<file path="src/rtl/branch_predictor_bht_if.sv">
// Fetch/resolve bus between the pipeline and the branch predictor.
// The master side drives the fetch and resolve inputs; the predictor is the slave.
interface branch_predictor_bht_if #(
   parameter int unsigned CNT_WIDTH = 16
);
   logic [31:0]          fetchPC;
   logic [31:0]          fetchInstruction;
   logic                 predTaken;
   logic [31:0]          predTarget;
   logic                 resValid;
   logic [31:0]          resPC;
   logic [31:0]          resInstruction;
   logic                 resBranch;
   logic                 resPredTaken;
   logic                 redirect;
   logic [31:0]          redirectPC;
   logic [CNT_WIDTH-1:0] mispredictCount;

   modport master (
      output fetchPC, fetchInstruction, resValid, resPC, resInstruction, resBranch, resPredTaken,
      input  predTaken, predTarget, redirect, redirectPC, mispredictCount
   );

   modport slave (
      input  fetchPC, fetchInstruction, resValid, resPC, resInstruction, resBranch, resPredTaken,
      output predTaken, predTarget, redirect, redirectPC, mispredictCount
   );
endinterface

</file>
<file path="src/rtl/branch_predictor_bht.sv">
// Bimodal branch predictor: 2-bit counter table looked up at fetch, trained from EX,
// with a registered one-cycle redirect on mispredict and a saturating mispredict count.
module branch_predictor_bht #(
   parameter int unsigned INDEX_BITS = 6,
   parameter int unsigned CNT_WIDTH  = 16
) (
   input logic                   clk,
   input logic                   rst,
   branch_predictor_bht_if.slave bp
);
   localparam int unsigned Entries  = 2 ** INDEX_BITS;
   localparam logic [6:0]  OpBranch = 7'b1100011;

   function automatic logic [31:0] imm_b(input logic [31:0] i);
      return {{20{i[31]}}, i[7], i[30:25], i[11:8], 1'b0};
   endfunction

   logic [1:0]           table_q [Entries];
   logic [1:0]           table_d [Entries];
   logic                 redirect_q, redirect_d;
   logic [31:0]          redirect_pc_q, redirect_pc_d;
   logic [CNT_WIDTH-1:0] cnt_q, cnt_d;

   logic [INDEX_BITS-1:0] fetch_idx, res_idx;
   logic                  fetch_is_br, res_upd, mispredict;
   logic [1:0]            res_entry;

   assign fetch_idx   = bp.fetchPC[INDEX_BITS+1:2];
   assign res_idx     = bp.resPC[INDEX_BITS+1:2];
   assign fetch_is_br = (bp.fetchInstruction[6:0] == OpBranch);
   assign res_upd     = bp.resValid & (bp.resInstruction[6:0] == OpBranch);
   assign mispredict  = res_upd & (bp.resBranch != bp.resPredTaken);
   assign res_entry   = table_q[res_idx];

   // Lookup sees the registered table only, so a same-cycle update is not bypassed.
   assign bp.predTaken       = fetch_is_br & table_q[fetch_idx][1];
   assign bp.predTarget      = bp.fetchPC + imm_b(bp.fetchInstruction);
   assign bp.redirect        = redirect_q;
   assign bp.redirectPC      = redirect_pc_q;
   assign bp.mispredictCount = cnt_q;

   always_comb begin
      table_d = table_q;
      if (res_upd) begin
         if (bp.resBranch && res_entry != 2'b11) begin
            table_d[res_idx] = res_entry + 2'b01;
         end else if (!bp.resBranch && res_entry != 2'b00) begin
            table_d[res_idx] = res_entry - 2'b01;
         end
      end
   end

   always_comb begin
      redirect_d    = mispredict;
      redirect_pc_d = redirect_pc_q;
      cnt_d         = cnt_q;
      if (mispredict) begin
         redirect_pc_d = bp.resBranch ? bp.resPC + imm_b(bp.resInstruction) : bp.resPC + 32'd4;
         if (cnt_q != {CNT_WIDTH{1'b1}}) begin
            cnt_d = cnt_q + CNT_WIDTH'(1);
         end
      end
   end

   always_ff @(posedge clk) begin
      if (rst) begin
         for (int i = 0; i < Entries; i++) begin
            table_q[i] <= 2'b01;
         end
         redirect_q    <= 1'b0;
         redirect_pc_q <= 32'h0;
         cnt_q         <= '0;
      end else begin
         table_q       <= table_d;
         redirect_q    <= redirect_d;
         redirect_pc_q <= redirect_pc_d;
         cnt_q         <= cnt_d;
      end
   end
endmodule

</file>
<file path="src/flat_wrapper.sv">
// flat-port wrapper written by rule: the top's interface ports become plain ports
module branch_predictor_bht_flat 
#(
   parameter int unsigned INDEX_BITS = 6,
   parameter int unsigned CNT_WIDTH  = 16
)
  (clk, rst, bp_fetchPC, bp_fetchInstruction, bp_resValid, bp_resPC, bp_resInstruction, bp_resBranch, bp_resPredTaken, bp_predTaken, bp_predTarget, bp_redirect, bp_redirectPC, bp_mispredictCount);
  branch_predictor_bht_if #(.CNT_WIDTH(CNT_WIDTH)) bp_i ();
  input logic clk;
  input logic rst;
  input wire logic [$bits(bp_i.fetchPC)-1:0] bp_fetchPC;
  input wire logic [$bits(bp_i.fetchInstruction)-1:0] bp_fetchInstruction;
  input wire logic [$bits(bp_i.resValid)-1:0] bp_resValid;
  input wire logic [$bits(bp_i.resPC)-1:0] bp_resPC;
  input wire logic [$bits(bp_i.resInstruction)-1:0] bp_resInstruction;
  input wire logic [$bits(bp_i.resBranch)-1:0] bp_resBranch;
  input wire logic [$bits(bp_i.resPredTaken)-1:0] bp_resPredTaken;
  output wire logic [$bits(bp_i.predTaken)-1:0] bp_predTaken;
  output wire logic [$bits(bp_i.predTarget)-1:0] bp_predTarget;
  output wire logic [$bits(bp_i.redirect)-1:0] bp_redirect;
  output wire logic [$bits(bp_i.redirectPC)-1:0] bp_redirectPC;
  output wire logic [$bits(bp_i.mispredictCount)-1:0] bp_mispredictCount;
  assign bp_i.fetchPC = bp_fetchPC;
  assign bp_i.fetchInstruction = bp_fetchInstruction;
  assign bp_i.resValid = bp_resValid;
  assign bp_i.resPC = bp_resPC;
  assign bp_i.resInstruction = bp_resInstruction;
  assign bp_i.resBranch = bp_resBranch;
  assign bp_i.resPredTaken = bp_resPredTaken;
  assign bp_predTaken = bp_i.predTaken;
  assign bp_predTarget = bp_i.predTarget;
  assign bp_redirect = bp_i.redirect;
  assign bp_redirectPC = bp_i.redirectPC;
  assign bp_mispredictCount = bp_i.mispredictCount;
  branch_predictor_bht #(.INDEX_BITS(INDEX_BITS), .CNT_WIDTH(CNT_WIDTH)) u_core (.clk(clk), .rst(rst), .bp(bp_i));
endmodule
</file>
<file path="config.mk">
export PLATFORM = sky130hd
export DESIGN_NAME = branch_predictor_bht_flat
export DESIGN_NICKNAME = d
export VERILOG_FILES = /design/src/rtl/branch_predictor_bht_if.sv /design/src/rtl/branch_predictor_bht.sv /design/src/flat_wrapper.sv
export SDC_FILE = /design/constraint.sdc
export NUM_CORES = 1
export LEC_CHECK = 0
export BUFFER_PORTS_ARGS = -buffer_cell sky130_fd_sc_hd__buf_2
export CAP_MARGIN = 25
export CORE_ASPECT_RATIO = 0.6
export CORE_UTILIZATION = 35
export CTS_CLUSTER_SIZE = 24
export DETAILED_ROUTE_END_ITERATION = 6
export PLACE_DENSITY = 0.55
export SETUP_SLACK_MARGIN = 0.15
export SYNTH_ARGS = -nofsm -noshare
export SYNTH_HDL_FRONTEND = slang
export SYNTH_SLANG_ARGS = --single-unit
</file>
<file path="constraint.sdc">
create_clock -name clk -period 4.48 [get_ports clk]
set_clock_uncertainty 0.05 [all_clocks]
set_input_delay 0.448 -clock clk [delete_from_list [all_inputs] [get_ports clk]]
set_output_delay 0.448 -clock clk [all_outputs]
set_load 0.05 [all_outputs]
</file>
==> impl_metrics.yaml <==
run_status:
  status: "completed"
layout:
  syn_to_final_growth_pct: 17.4
  n_antenna_cell: 0
  stdcell_count: 2190
  nFillCells: 3478
  most-common-layout-cells: "nor2_1, buf_2, nand2_1"
  drive_gt1_share_pct: 18.8
  final_common_cell: "nor2_1"
  final_nets: 1917
synth:
  mappedNetlistNets: 1760
  synth_edf_count: 0
  synthFlopType: "dfxtp_1"
  synthesis.area_sq_um: 12300
  syn_avg_cell_area_sq_um: 7.86
  synth_cell_type_count: 66
  synthArstFlopShare_pct: 0
  synthCells: 1561
  ys_ff_latch: 177
  ys_warn_count: 0
  seq_area_frac_synth_pct: 28.9
placed_design:
  dpl.cell_count: 2157
  place_congestion: 0.896
  detailedPlacementHpwl_mm: 30.4
  port_buffers: 186
  pre_cts_ws_ns: 0.245
die:
  initial_core_util_pct: 36.0
  fp.dieArea_sq_um: 35800
  core_area_sq_um: 34100
  rows: 52
  die_h_microns: 147
  die_w_microns: 244
  io_pins: 215
critical_path:
  arrival_ns: 4.17
  criticalPathCategory: "primary input to register"
  start_kind: "primary input"
  r2r_slack_ns: 0.75
  endpoint_kind: "register"
  crit_chain: "buf_2 -> buf_4 -> inv_1 -> a221oi_1 -> o22ai_1 -> a22o_1 -> a211oi_1 -> and4b_1 -> inv_1 -> ha_1 -> nor2_1 -> o21bai_1 -> buf_4 -> nor3_2 -> buf_4 -> nand2_1 -> nor3_1 -> a21oi_1"
  worstReg2RegStart: "u_core.table_q[19]"
  cp_slowest_stage_delay_ns: 0.35
  crit_path_frequent_cell: "buf_4"
  rr_worst_depth: 16
  cp.required_ns: 4.76
  worst_path_max_delay_cell: "buf_4"
  path_max_fanout: 22
sta:
  finalMaxSlewViolations: 0
  max_freq_mhz: 257
  fin_tns_setup_ns: 0
  worst_slew_pin_slew_ns: 0.970
  min_period_ns: 3.89
  worst_slack_ns: 0.593
  fin_crit_sh_pct: 86.8
  setup_viol: 0
  rsz0062_at_grt: "no"
  maxSlewHeadroom_pct: 35.3
  hold_viol: 0
drt:
  drt-wirelength-per-cell_microns: 18.5
  route.met3.wl_mm: 2.94
  vias_per_cell: 5.57
  ant_nets: 0
  wl_met1_mm: 21.8
  drt-pass1-iter-count: 5
  drt_iter0_drc: 1120
  drc: 0
  dr.max_layer_used: "met4"
  met2_length_mm: 15.4
  vias: 12200
  routed_wl_mm: 40.6
min_path:
  holdPathEnd: "u_core.bp.redirectPC[0]"
  hold_start: "bp_resPC[0]"
  hp-class: "primary input to register"
  holdPathStages: 3
clock_tree:
  cts_buffers: 17
  clock_sinks: 177
  cts_setup_buffers: 0
  clkSlewWorstSetupHoldPaths_ns: 0.07
  postCtsHoldBufs: 0
  worstSkewPairLatency_ns: 0.45
  cts-root-buf: "clkbuf_16"
  cts_tree: "done"
  ctsLongestPathBuffers: 2
  htree_levels: 4
  cts_resized: 0
pwr:
  peakVddDrop_v: 0.000290
  p_per_area_nw_per_um2: 294
  total_power_uw: 4240
  leakagePower_uw: 0.00584
global_routing:
  grt_pass1_vias: 10800
  grt_pass1_wl_mm: 62.9
  grt_usage_pct: 22.3
  grt_overflow_total: 0
  grt_start_max_net_pins: 126
  antenna_found_initial: 0
run:
  maxCapViolations: 0
[cells in the mapped netlist, types with 17 or more instances]
cell type  count  area [sq um]
nor2_1       191           717
nand3_1       70           350
mux2i_1       47           470
a21oi_1      179           896
ha_1          64           801
a211oi_1      21           158
clkbuf_1      67           251
mux4_2        35           788
xor2_1        45           394
a21o_1        26           195
nor3_1        89           445
o22ai_1       17           106
nand2_1      184           691
o21ai_0       54           270
xnor2_1       45           394
dfxtp_1      177          3540
[power by group]
part | switching [uW] | internal [uW]
sequential | 0.410 | 1570
combinational | 768 | 346
clock | 681 | 870
total | 1450 | 2790
[critical path: cells and delay by family]
kind | cells | cell delay, ns
AOI/OAI and AO/OA | 6 | 1.11
and+or+nand+nor | 5 | 1.08
adders and majority gates | 1 | 0.17
buffers and inverters | 6 | 1.33
[worst max path at each step]
stage                      startpoint                end  cells past startpoint
4_1_cts        bp_fetchInstruction[8]  bp_predTarget[25]                     12
5_1_grt                   bp_resPC[3]           register                     18
2_1_floorplan             bp_resPC[2]           register                     18
3_3_place_gp              bp_resPC[2]           register                     17
3_5_place_dp              bp_resPC[3]           register                     18
6_report                  bp_resPC[3]           register                     18
[cells by family after synthesis]
family | synth area share, %
flops | 28.9
xor+xnor | 6.43
buf+inv | 3.85
compound gates | 19.1
fa+ha+maj | 6.86
mux | 11.1
simple gates | 23.8
[layout make-up]
| type | count | area, sq um | share of cell area (%) |
|---|---|---|---|
| Timing Repair Buffer | 235 | 1360 | 9.41 |
| Inverter | 16 | 60.1 | 0.417 |
| Clock inverter | 11 | 129 | 0.895 |
| Tap cell | 459 | 574 | 3.99 |
| Multi-Input combinational cell | 1271 | 8270 | 57.4 |
| Clock buffer | 21 | 470 | 3.27 |
| Sequential cell | 177 | 3540 | 24.6 |
[stage by stage]
step | utilization (%) | cell area (sq um) | hold slack, ns
2_1_floorplan | - | 12300 | 0.392
3_3_place_gp | 40.5 | 13800 | 0.388
3_5_place_dp | 40.5 | 13800 | 0.397
4_1_cts | 42.2 | 14400 | 0.170
5_1_grt | 42.2 | 14400 | 0.179
6_report | 42.2 | 14400 | 0.195
[per-layer routing]
metal  vias to the layer above  track usage (%)
li1                       5995                -
met1                      5763             37.1
met2                       421             28.6
met3                        29             3.58
met4                         0             5.13
met5                         -                0
No activity file was read; power rests on OpenSTA's default activity.
